$ cat src/rtl/opb_s2p_pkg.sv
// Shared definitions for the Simulink-to-PPC readback register.
// Holds register word offsets, STATUS/CTRL bit positions and the OPB
// acknowledge FSM state type.
package opb_s2p_pkg;

    // Word offsets within the 256-byte window (OPB_ABus[28:29]).
    localparam logic [1:0] OFS_DATA   = 2'd0;
    localparam logic [1:0] OFS_STATUS = 2'd1;
    localparam logic [1:0] OFS_CTRL   = 2'd2;
    localparam logic [1:0] OFS_TSTAMP = 2'd3;

    // STATUS layout (little-endian bit numbering of the 32-bit word).
    localparam int unsigned ST_VALID   = 31;
    localparam int unsigned ST_OVERRUN = 30;
    localparam int unsigned ST_COUNT_W = 16;

    // CTRL layout.
    localparam int unsigned CTRL_CLEAR  = 0;
    localparam int unsigned CTRL_FREEZE = 1;

    typedef enum logic [1:0] {
        S_IDLE,
        S_ACK,
        S_GAP
    } s2p_state_e;

endpackage

$ cat src/rtl/opb_register_simulink2ppc_buf_if.sv
// OPB slave-side bus bundle for the Simulink-to-PPC readback register.
// Signals keep the OPB big-endian bit numbering ([0] is the MSB).
//   master modport: drives address/data/control, receives slave responses
//   slave  modport: receives address/data/control, drives Sl_* responses
interface opb_register_simulink2ppc_buf_if;

    logic [0:31] OPB_ABus;
    logic [0:3]  OPB_BE;
    logic [0:31] OPB_DBus;
    logic        OPB_RNW;
    logic        OPB_select;
    logic        OPB_seqAddr;
    logic [0:31] Sl_DBus;
    logic        Sl_errAck;
    logic        Sl_retry;
    logic        Sl_toutSup;
    logic        Sl_xferAck;

    modport master (
        output OPB_ABus, OPB_BE, OPB_DBus, OPB_RNW, OPB_select, OPB_seqAddr,
        input  Sl_DBus, Sl_errAck, Sl_retry, Sl_toutSup, Sl_xferAck
    );

    modport slave (
        input  OPB_ABus, OPB_BE, OPB_DBus, OPB_RNW, OPB_select, OPB_seqAddr,
        output Sl_DBus, Sl_errAck, Sl_retry, Sl_toutSup, Sl_xferAck
    );

endinterface

$ cat src/rtl/opb_slave_ack_fsm.sv
// OPB slave front end: window decode, IDLE->ACK->GAP acknowledge sequence,
// read-data register and Sl_DBus gating.
// Ports:
//   OPB_Clk, OPB_Rst_n : clock, asynchronous active-low reset
//   opb                : OPB bus (slave modport)
//   rd_idx  / rd_word  : live word index out, register word for that index in
//   xfer_idx           : word index latched for the transfer in progress
//   rd_ack / wr_ack    : one-cycle strobes during ACK for reads / writes
//   wr_data, wr_be_lsb : write word and byte enable of bits [7:0]
module opb_slave_ack_fsm
    import opb_s2p_pkg::*;
#(
    parameter logic [31:0] C_BASEADDR = 32'h0100_0500,
    parameter logic [31:0] C_HIGHADDR = 32'h0100_05FF
) (
    input  logic        OPB_Clk,
    input  logic        OPB_Rst_n,
    opb_register_simulink2ppc_buf_if.slave opb,
    output logic [1:0]  rd_idx,
    input  logic [31:0] rd_word,
    output logic [1:0]  xfer_idx,
    output logic        rd_ack,
    output logic        wr_ack,
    output logic [31:0] wr_data,
    output logic        wr_be_lsb
);

    s2p_state_e  state_q, state_d;
    logic [31:0] rdata_q;
    logic [1:0]  idx_q;
    logic        rnw_q;
    logic        load;
    logic        hit;
    logic        ack;
    logic [31:0] addr;

    // Packed [31:0] copy flips OPB bit numbering to conventional LSB-0.
    assign addr   = opb.OPB_ABus;
    assign hit    = opb.OPB_select && (addr >= C_BASEADDR) && (addr <= C_HIGHADDR);
    assign rd_idx = addr[3:2];

    always_comb begin
        state_d = state_q;
        load    = 1'b0;
        case (state_q)
            S_IDLE: begin
                if (hit) begin
                    state_d = S_ACK;
                    load    = 1'b1;
                end
            end
            S_ACK:   state_d = S_GAP;
            // Dead cycle so a master still holding select is not acked twice.
            S_GAP:   state_d = S_IDLE;
            default: state_d = S_IDLE;
        endcase
    end

    always_ff @(posedge OPB_Clk or negedge OPB_Rst_n) begin
        if (!OPB_Rst_n) begin
            state_q <= S_IDLE;
            rdata_q <= '0;
            idx_q   <= '0;
            rnw_q   <= 1'b0;
        end else begin
            state_q <= state_d;
            if (load) begin
                rdata_q <= rd_word;
                idx_q   <= rd_idx;
                rnw_q   <= opb.OPB_RNW;
            end
        end
    end

    assign ack       = (state_q == S_ACK);
    assign xfer_idx  = idx_q;
    assign rd_ack    = ack && rnw_q;
    assign wr_ack    = ack && !rnw_q;
    assign wr_data   = opb.OPB_DBus;
    assign wr_be_lsb = opb.OPB_BE[3];

    assign opb.Sl_xferAck = ack;
    assign opb.Sl_DBus    = rd_ack ? rdata_q : '0;
    assign opb.Sl_errAck  = 1'b0;
    assign opb.Sl_retry   = 1'b0;
    assign opb.Sl_toutSup = 1'b0;

    logic unused_bus;
    assign unused_bus = ^{opb.OPB_seqAddr, opb.OPB_BE[0:2]};

endmodule

$ cat src/rtl/opb_register_simulink2ppc_buf.sv
// Simulink-to-PPC readback register: captures a fabric word on user_valid and
// exposes it over OPB with valid/overrun/count status and a freeze control.
// Optional feature macro: OPB_S2P_TSTAMP_EN (cycle timestamp of last capture
// at word 3; without it word 3 reads 0).
// Ports:
//   OPB_Clk, OPB_Rst_n        : single clock, asynchronous active-low reset
//   opb                       : OPB bus (slave modport)
//   user_data_in, user_valid  : fabric word and capture strobe
module opb_register_simulink2ppc_buf
    import opb_s2p_pkg::*;
#(
    parameter logic [31:0] C_BASEADDR   = 32'h0100_0500,
    parameter logic [31:0] C_HIGHADDR   = 32'h0100_05FF,
    parameter int unsigned C_OPB_AWIDTH = 32,
    parameter int unsigned C_OPB_DWIDTH = 32,
    parameter string       C_FAMILY     = "virtex5"
) (
    input  logic        OPB_Clk,
    input  logic        OPB_Rst_n,
    opb_register_simulink2ppc_buf_if.slave opb,
    input  logic [31:0] user_data_in,
    input  logic        user_valid
);

    logic [31:0]           data_q, data_d;
    logic                  valid_q, valid_d;
    logic                  overrun_q, overrun_d;
    logic [ST_COUNT_W-1:0] count_q, count_d;
    logic                  freeze_q, freeze_d;

    logic [1:0]  rd_idx, xfer_idx;
    logic [31:0] rd_word, status_word, tstamp_word;
    logic        rd_ack, wr_ack, wr_be_lsb;
    logic [31:0] wr_data;
    logic        capture, data_read, ctrl_wr, clear;

    opb_slave_ack_fsm #(
        .C_BASEADDR (C_BASEADDR),
        .C_HIGHADDR (C_HIGHADDR)
    ) u_ack_fsm (
        .OPB_Clk   (OPB_Clk),
        .OPB_Rst_n (OPB_Rst_n),
        .opb       (opb),
        .rd_idx    (rd_idx),
        .rd_word   (rd_word),
        .xfer_idx  (xfer_idx),
        .rd_ack    (rd_ack),
        .wr_ack    (wr_ack),
        .wr_data   (wr_data),
        .wr_be_lsb (wr_be_lsb)
    );

    assign capture   = user_valid && !freeze_q;
    assign data_read = rd_ack && (xfer_idx == OFS_DATA);
    assign ctrl_wr   = wr_ack && (xfer_idx == OFS_CTRL) && wr_be_lsb;
    assign clear     = ctrl_wr && wr_data[CTRL_CLEAR];

    always_comb begin
        status_word                   = '0;
        status_word[ST_VALID]         = valid_q;
        status_word[ST_OVERRUN]       = overrun_q;
        status_word[ST_COUNT_W-1:0]   = count_q;
    end

    always_comb begin
        rd_word = '0;
        case (rd_idx)
            OFS_DATA:   rd_word = data_q;
            OFS_STATUS: rd_word = status_word;
            OFS_CTRL:   rd_word[CTRL_FREEZE] = freeze_q;
            OFS_TSTAMP: rd_word = tstamp_word;
            default:    rd_word = '0;
        endcase
    end

    always_comb begin
        data_d    = capture ? user_data_in : data_q;
        // Capture wins over the read-clear so a word arriving during a DATA
        // read is not lost and is not flagged as an overrun.
        valid_d   = capture ? 1'b1 : (data_read ? 1'b0 : valid_q);
        overrun_d = clear ? 1'b0 : (overrun_q || (capture && valid_q && !data_read));
        count_d   = (clear ? '0 : count_q) + {{(ST_COUNT_W-1){1'b0}}, capture};
        freeze_d  = ctrl_wr ? wr_data[CTRL_FREEZE] : freeze_q;
    end

    always_ff @(posedge OPB_Clk or negedge OPB_Rst_n) begin
        if (!OPB_Rst_n) begin
            data_q    <= '0;
            valid_q   <= 1'b0;
            overrun_q <= 1'b0;
            count_q   <= '0;
            freeze_q  <= 1'b0;
        end else begin
            data_q    <= data_d;
            valid_q   <= valid_d;
            overrun_q <= overrun_d;
            count_q   <= count_d;
            freeze_q  <= freeze_d;
        end
    end

`ifdef OPB_S2P_TSTAMP_EN
    logic [31:0] cycle_q, tstamp_q;

    always_ff @(posedge OPB_Clk or negedge OPB_Rst_n) begin
        if (!OPB_Rst_n) begin
            cycle_q  <= '0;
            tstamp_q <= '0;
        end else begin
            cycle_q <= cycle_q + 32'd1;
            if (capture) begin
                tstamp_q <= cycle_q;
            end
        end
    end

    assign tstamp_word = tstamp_q;
`else
    assign tstamp_word = '0;
`endif

    logic unused_cfg;
    assign unused_cfg = ^{wr_data[31:2], (C_FAMILY != ""), (C_OPB_AWIDTH == 32),
                          (C_OPB_DWIDTH == 32)};

endmodule
$ cat src/flat_wrapper.sv
// flat-port wrapper written by rule: the top's interface ports become plain ports
module opb_register_simulink2ppc_buf_flat import opb_s2p_pkg::*;
#(
    parameter logic [31:0] C_BASEADDR   = 32'h0100_0500,
    parameter logic [31:0] C_HIGHADDR   = 32'h0100_05FF,
    parameter int unsigned C_OPB_AWIDTH = 32,
    parameter int unsigned C_OPB_DWIDTH = 32,
    parameter string       C_FAMILY     = "       "
)
  (OPB_Clk, OPB_Rst_n, user_data_in, user_valid, opb_OPB_ABus, opb_OPB_BE, opb_OPB_DBus, opb_OPB_RNW, opb_OPB_select, opb_OPB_seqAddr, opb_Sl_DBus, opb_Sl_errAck, opb_Sl_retry, opb_Sl_toutSup, opb_Sl_xferAck);
  opb_register_simulink2ppc_buf_if opb_i ();
  input  logic OPB_Clk;
  input  logic OPB_Rst_n;
  input  logic [31:0] user_data_in;
  input  logic user_valid;
  input wire logic [$bits(opb_i.OPB_ABus)-1:0] opb_OPB_ABus;
  input wire logic [$bits(opb_i.OPB_BE)-1:0] opb_OPB_BE;
  input wire logic [$bits(opb_i.OPB_DBus)-1:0] opb_OPB_DBus;
  input wire logic [$bits(opb_i.OPB_RNW)-1:0] opb_OPB_RNW;
  input wire logic [$bits(opb_i.OPB_select)-1:0] opb_OPB_select;
  input wire logic [$bits(opb_i.OPB_seqAddr)-1:0] opb_OPB_seqAddr;
  output wire logic [$bits(opb_i.Sl_DBus)-1:0] opb_Sl_DBus;
  output wire logic [$bits(opb_i.Sl_errAck)-1:0] opb_Sl_errAck;
  output wire logic [$bits(opb_i.Sl_retry)-1:0] opb_Sl_retry;
  output wire logic [$bits(opb_i.Sl_toutSup)-1:0] opb_Sl_toutSup;
  output wire logic [$bits(opb_i.Sl_xferAck)-1:0] opb_Sl_xferAck;
  assign opb_i.OPB_ABus = opb_OPB_ABus;
  assign opb_i.OPB_BE = opb_OPB_BE;
  assign opb_i.OPB_DBus = opb_OPB_DBus;
  assign opb_i.OPB_RNW = opb_OPB_RNW;
  assign opb_i.OPB_select = opb_OPB_select;
  assign opb_i.OPB_seqAddr = opb_OPB_seqAddr;
  assign opb_Sl_DBus = opb_i.Sl_DBus;
  assign opb_Sl_errAck = opb_i.Sl_errAck;
  assign opb_Sl_retry = opb_i.Sl_retry;
  assign opb_Sl_toutSup = opb_i.Sl_toutSup;
  assign opb_Sl_xferAck = opb_i.Sl_xferAck;
  opb_register_simulink2ppc_buf #(.C_BASEADDR(C_BASEADDR), .C_HIGHADDR(C_HIGHADDR), .C_OPB_AWIDTH(C_OPB_AWIDTH), .C_OPB_DWIDTH(C_OPB_DWIDTH), .C_FAMILY(C_FAMILY)) u_core (.OPB_Clk(OPB_Clk), .OPB_Rst_n(OPB_Rst_n), .opb(opb_i), .user_data_in(user_data_in), .user_valid(user_valid));
endmodule
$ cat config.mk
export PLATFORM = sky130hd
export DESIGN_NAME = opb_register_simulink2ppc_buf_flat
export DESIGN_NICKNAME = d
export VERILOG_FILES = /design/src/rtl/opb_s2p_pkg.sv /design/src/rtl/opb_register_simulink2ppc_buf_if.sv /design/src/rtl/opb_slave_ack_fsm.sv /design/src/rtl/opb_register_simulink2ppc_buf.sv /design/src/flat_wrapper.sv
export SDC_FILE = /design/constraint.sdc
export NUM_CORES = 1
export LEC_CHECK = 0
export BUFFER_PORTS_ARGS = -buffer_cell sky130_fd_sc_hd__buf_2
export CORE_MARGIN = 2
export CORE_UTILIZATION = 45
export DETAILED_ROUTE_END_ITERATION = 7
export PLACE_DENSITY = 0.76
export SLEW_MARGIN = 20
export SYNTH_ARGS = -nofsm -noshare
export SYNTH_HDL_FRONTEND = slang
export SYNTH_SLANG_ARGS = --single-unit
$ cat constraint.sdc
create_clock -name OPB_Clk -period 2.5 [get_ports OPB_Clk]
set_input_delay 0.625 -clock OPB_Clk [delete_from_list [all_inputs] [get_ports OPB_Clk]]
set_output_delay 0.625 -clock OPB_Clk [all_outputs]
set_load 0.02 [all_outputs]
==> results of run 1 <==
## Yosys cell counts (5+ instances only)
cell,count,area (um^2)
inv_1,14,52.6
mux2_2,49,552
nand3_1,7,35.0
nand4_1,5,31.3
mux2i_1,32,320
clkbuf_1,12,45.0
xor2_1,8,70.1
mux2_1,5,56.3
and2_1,34,213
dfrtp_1,88,2200
nand2_1,23,86.3
nor2_1,32,120
## final cells by class
type	instances	area (um^2)	share of cell area, %
clock buffers	9	124	2.50
clock inverters	7	55.1	1.11
repair buffers	110	596	12.0
well taps	108	135	2.73
inverters	14	52.6	1.06
multi-input cells	233	1780	36.0
flip-flops and latches	88	2200	44.5
## routing by layer
metal	routed length [um]	GRT usage, %	up-vias
met5	0	0	-
met4	57	5.06	0
met3	359	4.18	6
met2	4260	29.7	63
met1	3960	24.9	1431
li1	-	-	1398
## state kept, by name (all words and copies together), names as in the netlist
name,count
u_core.data_q,32
u_core.u_ack_fsm.rdata_q,32
u_core.count_q,16
u_core.u_ack_fsm.state_q,2
u_core.u_ack_fsm.xfer_idx,2
u_core.freeze_q,1
u_core.overrun_q,1
u_core.u_ack_fsm.rnw_q,1
u_core.valid_q,1
## where the power goes
group,switching [uW],internal [uW]
clock network,539,367
registers,98.5,1530
logic,173,183
## logic make-up after synthesis
logic type	Yosys count	synth area share, %
and+or+nand+nor	123	15.9
AOI/OAI and AO/OA	7	1.09
buffers and inverters	34	3.94
adders and majority gates	2	0.606
DFF	88	53.3
other	1	0.0908
muxes	86	22.5
xor gates and xnor gates	12	2.55
## metrics by stage
step | setup TNS, ns | instance area, um^2 | util, % | cells | hold slack, ns
after floorplan | 0 | 4140 | - | 355 | 0.329
after global placement | 0 | 4760 | 54.1 | 553 | 0.460
after detailed placement | -0.0324 | 4760 | 54.1 | 553 | 0.467
after CTS | 0 | 4940 | 56.1 | 569 | 0.102
after global routing | 0 | 4950 | 56.2 | 569 | 0.103
final | 0 | 4950 | 56.2 | 569 | 0.110
## cell usage in the layout, fill, tap and decap left out, types with 2 or more instances in the layout
master | netlist | routed
nand3_1 | 7 | 7
dfrtp_1 | 88 | 88
nand4_1 | 5 | 5
or3_1 | 2 | 2
mux2i_1 | 32 | 32
mux2_1 | 5 | 5
mux2_2 | 49 | 49
conb_1 | 1 | 3
or4_1 | 2 | 2
nor4b_1 | 3 | 3
and3_1 | 2 | 2
nor4_1 | 3 | 3
clkinvlp_4 | 0 | 5
inv_1 | 14 | 14
nor2b_1 | 3 | 2
buf_4 | 3 | 12
nor2_1 | 32 | 31
ha_1 | 2 | 2
buf_2 | 1 | 97
clkbuf_8 | 0 | 9
xnor2_1 | 4 | 4
inv_6 | 0 | 2
and4_1 | 3 | 3
xor2_1 | 8 | 8
and2_1 | 34 | 34
nand2_1 | 23 | 23
## final timing paths
kind                                               from                            to
max in group asynchronous                     OPB_Rst_n  u_core.u_ack_fsm.rdata_q[27]
setup / recovery            u_core.u_ack_fsm.state_q[1]                opb_Sl_DBus[1]
min in group OPB_Clk       u_core.u_ack_fsm.rdata_q[15]  u_core.u_ack_fsm.rdata_q[15]
hold reg to reg            u_core.u_ack_fsm.rdata_q[15]  u_core.u_ack_fsm.rdata_q[15]
hold / removal                                OPB_Rst_n   u_core.u_ack_fsm.rdata_q[6]
setup reg to reg                 u_core.u_ack_fsm.rnw_q             u_core.count_q[8]
==> out/results.txt, run 1 <==
largest net degree at the start of global routing: 41
Stages on worst setup path: 4
vias in the first global route: 2,984
FF-to-FF setup slack: 0.21 ns
Final Critical Period: 2.31 ns
R2R cell count: 9
Worst Path Arrival: 1.68 ns
Synth Register Bits: 88
CTS Buf Count: 9
WS Path Type: reg2out
TritonCTS clock tree: done
VDD IR max: 0.335 mV
Post-synth EDFFs: 0
clk buf depth: 2
Least-Margin Pin Slew: 0.655 ns
nets: 564
drt wl/cell: 15.2 um
max incr delay on CP: 0.42 ns
# fillers: 774
H-tree levels: 3
PD cells: 584 nW/um^2
unrepaired setup endpoints after global routing: false
dpl ws: -0.0200 ns
Clock Skew: 0.0105 ns
Die Y-Extent: 99.8 um
Core ar.: 8810 um^2
post-synthesis sequential area ratio: 53.3%
post-CTS setup buffers: 0
Slew Limit Fails: 0
row cnt: 34
CP Capture Type: primary output
clk sinks: 88
die area: 9960 um^2
Worst slew margin: 56.3%
# IOs: 142
min-delay worst type: in2async
DRC Markers: 0
Post-Syn Area: 4130 um^2
critical path, cell by cell: and3b_2 > buf_4 > and2_1 > buf_2
antenna viol nets, final: 0
startpoint types: register
Final setup viols: 0
CTS resizes: 0
final hold violations: 0
share of layout cells above drive strength 1: 38.8%
outcome: finished clean
yosys warns: 0
Clk Latency, worst-skew pair: 0.36 ns
LEAKAGE: 0.00250 uW
gr usage total: 18.3%
fmax: 433 MHz
Vias: 2,898
Final Power: 2890 uW
DR vias/cell: 5.09
final worst slack: 0.193 ns
Max-cap violations: 0
iteration count of the initial detailed-routing pass: 4
DRT iter0 DRCs: 78
Avg Cell Area, Syn: 11.7 um^2
clock-pin slew on the worst setup and hold paths: 0.09 ns
initial antenna violation count: 0
P&R area growth vs syn: 19.8%
Synth cell types: 37
fraction of registers with async set/reset: 100%
Overflow after GRT: 0
Crit-path slowest cell: dfrtp_1
first-pass GRT wire length: 14.4 mm
Antenna Cells: 0
WL final: 8.63 mm
DP Wirelength: 6.09 mm
Placer Congestion: 0.768
ys flop type: dfrtp_1
cts hold-fix bufs: 0
Tcrit/Tclk final: 92.3%
Max FO, Critical Path: 12
initial core utilization: 46.9%
root buffer cell: clkbuf_8
CP Buf/Inv Count: 2
Mapped Cells: 353
CP required: 1.88 ns
cell family with most CP delay: simple AND/OR/NAND/NOR gates
number of port buffers: 98
Die Width: 99.8 um
No activity file was read; power rests on OpenSTA's default activity.
==> inputs of run 2 (changes only) <==
--- a/config.mk
+++ b/config.mk
@@ -6,7 +6,7 @@
 export NUM_CORES = 1
 export LEC_CHECK = 0
 export BUFFER_PORTS_ARGS = -buffer_cell sky130_fd_sc_hd__buf_2
-export CORE_MARGIN = 2
+export CORE_MARGIN = 3
 export CORE_UTILIZATION = 45
 export DETAILED_ROUTE_END_ITERATION = 7
 export PLACE_DENSITY = 0.76
==> out/results.txt, run 2 (synthesis gave the netlist of run 1 again) <==
iteration count of the initial detailed-routing pass: 4
fin cells: 569
unrepaired setup endpoints after global routing: false
Core ar.: 8810 um^2
VDD IR max: 0.333 mV
post-CTS setup buffers: 0
FF-to-FF setup slack: 0.22 ns
Worst slew margin: 56.8%
fmax: 438 MHz
DRC Markers: 0
Clock Skew: 0.0108 ns
initial core utilization: 46.9%
critical path, cell by cell: nor4bb_1 > nand3_1 > and2_1 > ha_1 > ha_1 > and4_1 > nand4_1 > xor2_1 > nor2_1
Slew Limit Fails: 0
clk buf depth: 2
LEAKAGE: 0.00252 uW
commonest non-fill, non-tap cell in the layout: buf_2
share of layout cells above drive strength 1: 38.6%
CTS Buf Count: 9
number of port buffers: 98
root buffer cell: clkbuf_8
row cnt: 34
final hold violations: 0
Least-Margin Pin Slew: 0.647 ns
die area: 10,400 um^2
FF-to-FF Start: u_core.u_ack_fsm.rnw_q
commonest non-fill, non-tap cells in the layout: buf_2 (97), dfrtp_1 (88), mux2_2 (49), and2_1 (34), mux2i_1 (32)
clock-pin slew on the worst setup and hold paths: 0.09 ns
Clk Latency, worst-skew pair: 0.35 ns
cts hold-fix bufs: 0
final worst slack: 0.218 ns
DP Wirelength: 6.12 mm
max incr delay on CP: 0.40 ns
Max FO, Critical Path: 5
DRT iter0 DRCs: 89
outcome: finished clean
Die Width: 102 um
largest registers: u_core.data_q: 32 flops, u_core.u_ack_fsm.rdata_q: 32 flops, u_core.count_q: 16 flops
# IOs: 142
reg2reg end: u_core.count_q[14]
Final setup viols: 0
H-tree levels: 3
Vias: 2,855
# fillers: 761
Overflow after GRT: 0
Antenna Cells: 0
vias in the first global route: 2,930
CTS resizes: 0
CP required: 2.71 ns
first-pass GRT wire length: 14.2 mm
TritonCTS clock tree: done
dpl ws: -0.0127 ns
CP Capture Type: register
P&R area growth vs syn: 20.3%
min-delay worst type: in2async
R2R cell count: 9
Max-cap violations: 0
crit path launch: u_core.u_ack_fsm.rnw_q
Post-Place Cells: 553
largest net degree at the start of global routing: 40
gr usage total: 17.6%
Tcrit/Tclk final: 91.3%
fin util: 56.4%
initial antenna violation count: 0
drt wl/cell: 15.1 um
DR vias/cell: 5.02
Worst Path Arrival: 2.49 ns
startpoint types: register
Crit path top cell by count: ha_1
Crit-path slowest cell: dfrtp_1
clk sinks: 88
WS Path Type: reg2reg
antenna viol nets, final: 0
setup tns final: 0 ns
Die Y-Extent: 102 um
WL final: 8.61 mm
Placer Congestion: 0.801
nets: 564
Final Critical Period: 2.28 ns
PD cells: 586 nW/um^2
## run 2: cell count changes in the layout (fill, tap and decap cells not counted)
cell	before	now
and3b_1	0	1
and3b_2	1	0
buf_12	1	2
buf_4	12	11
clkbuf_8	9	10
clkinv_4	0	1
clkinvlp_4	5	2
inv_6	2	3
## run 2: worst max-delay path by stage
| stage | endpoint | slack (ns) |
|---|---|---|
| after floorplan | u_core.count_q[15] | 0.03 |
| after global placement | u_core.count_q[14] | 0.03 |
| after detailed placement | u_core.count_q[14] | -0.01 |
| after CTS | u_core.count_q[14] | 0.18 |
| after global routing | u_core.count_q[14] | 0.05 |
| final | u_core.count_q[14] | 0.22 |
## run 2: layer usage
metal | track usage [%] | vias up | wire length (um)
li1 | - | 1395 | -
met1 | 23.2 | 1376 | 3920
met2 | 28.1 | 68 | 4080
met3 | 3.99 | 16 | 413
met4 | 7.36 | 0 | 206
met5 | 0 | - | 0
## run 2: cell type report
class	instances	area (um^2)	area share, %
tap	108	135	2.72
timing repair buffer	110	608	12.2
clock buffer	10	138	2.77
clock inverter	6	50.0	1.01
multi-input combinational	233	1780	35.9
sequential	88	2200	44.3
inverter	14	52.6	1.06
## run 2: worst max-delay path: cells and delay by family (launching register included)
family                   cells  cell delay, ns
AND/OR/NAND/NOR              6            1.16
flip-flops                   1            0.40
adder cells (fa/ha/maj)      2            0.42
XOR/XNOR                     1            0.17
## run 2: stage by stage
step                cell area [um^2]  hold slack (ns)  total power (uW)
floorplan                       4140            0.329              1850
global placement                4780            0.461              1990
detailed placement              4780            0.471              2020
CTS                             4960            0.235              2950
global route                    4970            0.250              3070
finish                          4970            0.234              2910
## run 2: where the power goes
| group | total, uW | internal (uW) | switching (uW) |
|---|---|---|---|
| Clock | 917 | 400 | 517 |
| Combinational | 368 | 188 | 180 |
| Sequential | 1630 | 1530 | 97.4 |
==> inputs of run 3 (changes only) <==
--- a/config.mk
+++ b/config.mk
@@ -5,7 +5,7 @@
 export SDC_FILE = /design/constraint.sdc
 export NUM_CORES = 1
 export LEC_CHECK = 0
-export BUFFER_PORTS_ARGS = -buffer_cell sky130_fd_sc_hd__buf_2
+export BUFFER_PORTS_ARGS = -buffer_cell sky130_fd_sc_hd__clkbuf_2
 export CORE_MARGIN = 3
 export CORE_UTILIZATION = 45
 export DETAILED_ROUTE_END_ITERATION = 7
==> out/results.txt, run 3 (synthesis gave the netlist of run 1 again) <==
initial core utilization: 46.9%
P&R area growth vs syn: 21.8%
WL final: 8.68 mm
R2R cell count: 9
DP Wirelength: 6.30 mm
largest net degree at the start of global routing: 37
Slew Limit Fails: 0
commonest non-fill, non-tap cell in the layout: clkbuf_2
WS Path Type: reg2out
min-delay worst type: in2async
number of port buffers: 98
Final setup viols: 0
iteration count of the initial detailed-routing pass: 5
setup tns final: 0 ns
Placer Congestion: 0.784
Worst slew margin: 54.8%
Least-Margin Pin Slew: 0.679 ns
Core ar.: 8810 um^2
drt wl/cell: 15.2 um
Final Power: 3150 uW
startpoint types: register
Die Y-Extent: 102 um
DR vias/cell: 5.08
final hold violations: 0
CP Capture Type: primary output
unrepaired setup endpoints after global routing: false
Vias: 2,895
row cnt: 34
gr usage total: 17.5%
share of layout cells above drive strength 1: 38.7%
antenna viol nets, final: 0
Max FO, Critical Path: 15
Max-cap violations: 0
Die Width: 102 um
first-pass GRT wire length: 14.1 mm
TritonCTS clock tree: done
post-CTS setup buffers: 0
DRT iter0 DRCs: 142
initial antenna violation count: 0
Overflow after GRT: 0
Clk Latency, worst-skew pair: 0.34 ns
root buffer cell: clkbuf_8
Clock Skew: 0.00937 ns
PD cells: 627 nW/um^2
Tcrit/Tclk final: 91.2%
DRC Markers: 0
reg2reg end: u_core.count_q[14]
clock-pin slew on the worst setup and hold paths: 0.09 ns
commonest non-fill, non-tap cells in the layout: clkbuf_2 (97), dfrtp_1 (88), mux2_2 (49), and2_1 (34)
VDD IR max: 0.351 mV
fmax: 438 MHz
CTS Buf Count: 9
LEAKAGE: 0.00253 uW
Final Critical Period: 2.28 ns
H-tree levels: 3
CP required: 1.88 ns
largest registers: u_core.data_q: 32 flops, u_core.u_ack_fsm.rdata_q: 32 flops, u_core.count_q: 16 flops
die area: 10,400 um^2
Worst Path Arrival: 1.66 ns
Antenna Cells: 0
vias in the first global route: 2,902
outcome: finished clean
# IOs: 142
clk sinks: 88
clk buf depth: 2
nets: 565
FF-to-FF Start: u_core.u_ack_fsm.xfer_idx[0]
FF-to-FF setup slack: 0.27 ns
cts hold-fix bufs: 0
## run 3: layer usage
| layer | part of all wire [%] | track usage [%] | up-vias |
|---|---|---|---|
| li1 | - | - | 1398 |
| met1 | 46 | 23.9 | 1428 |
| met2 | 50 | 28.8 | 63 |
| met3 | 4.0 | 3.03 | 6 |
| met4 | 0.70 | 5.32 | 0 |
| met5 | 0 | 0 | - |
## run 3: worst max-delay path, cell delays in order (launching register included)
cell,delay (ns)
dfrtp_1,0.42
and3b_2,0.35
buf_4,0.21
and2_1,0.16
clkbuf_2,0.17
## run 3: worst max-delay path by stage
stage	from	end	slack (ns)	cells after the start
final	u_core.u_ack_fsm.state_q[1]	opb_Sl_DBus[28]	0.22	4
after global routing	u_core.u_ack_fsm.rnw_q	u_core.count_q[14]	0.09	9
after CTS	u_core.u_ack_fsm.state_q[1]	opb_Sl_DBus[28]	0.07	4
after detailed placement	opb_OPB_BE[0]	u_core.count_q[14]	0.02	10
after global placement	opb_OPB_BE[0]	u_core.count_q[14]	0.04	10
after floorplan	user_valid	u_core.count_q[15]	0.03	8
## run 3: layout make-up
type / count / area, um^2
multi-input cells: 233 / 1780
repair buffers: 111 / 616
inverters: 14 / 52.6
flip-flops and latches: 88 / 2200
clock inverters: 7 / 120
well taps: 108 / 135
fillers: 768 / 3780
clock buffers: 9 / 124
## run 3: report_power, final
part	leakage, uW	switching, uW	internal [uW]
clock network	0.000119	497	665
registers	0.00106	97.8	1530
logic	0.00135	176	187
total	0.00253	771	2380
## run 3: stage by stage
step	instance area, um^2	hold WS, ns	util, %	setup slack (ns)	instances
after global routing	5030	0.235	57.1	0.0894	570
after detailed placement	4780	0.471	54.3	0.0225	554
after CTS	5030	0.222	57.1	0.0736	570
final	5030	0.222	57.1	0.219	570
after floorplan	4140	0.329	-	0.0344	355
after global placement	4780	0.462	54.3	0.0425	554
## run 3: repair_timing
item | CTS | global route
endpoints found under the hold margin | 0 | 0
endpoints found under the setup margin | 0 | 1
gates resized for setup | 0 | 1
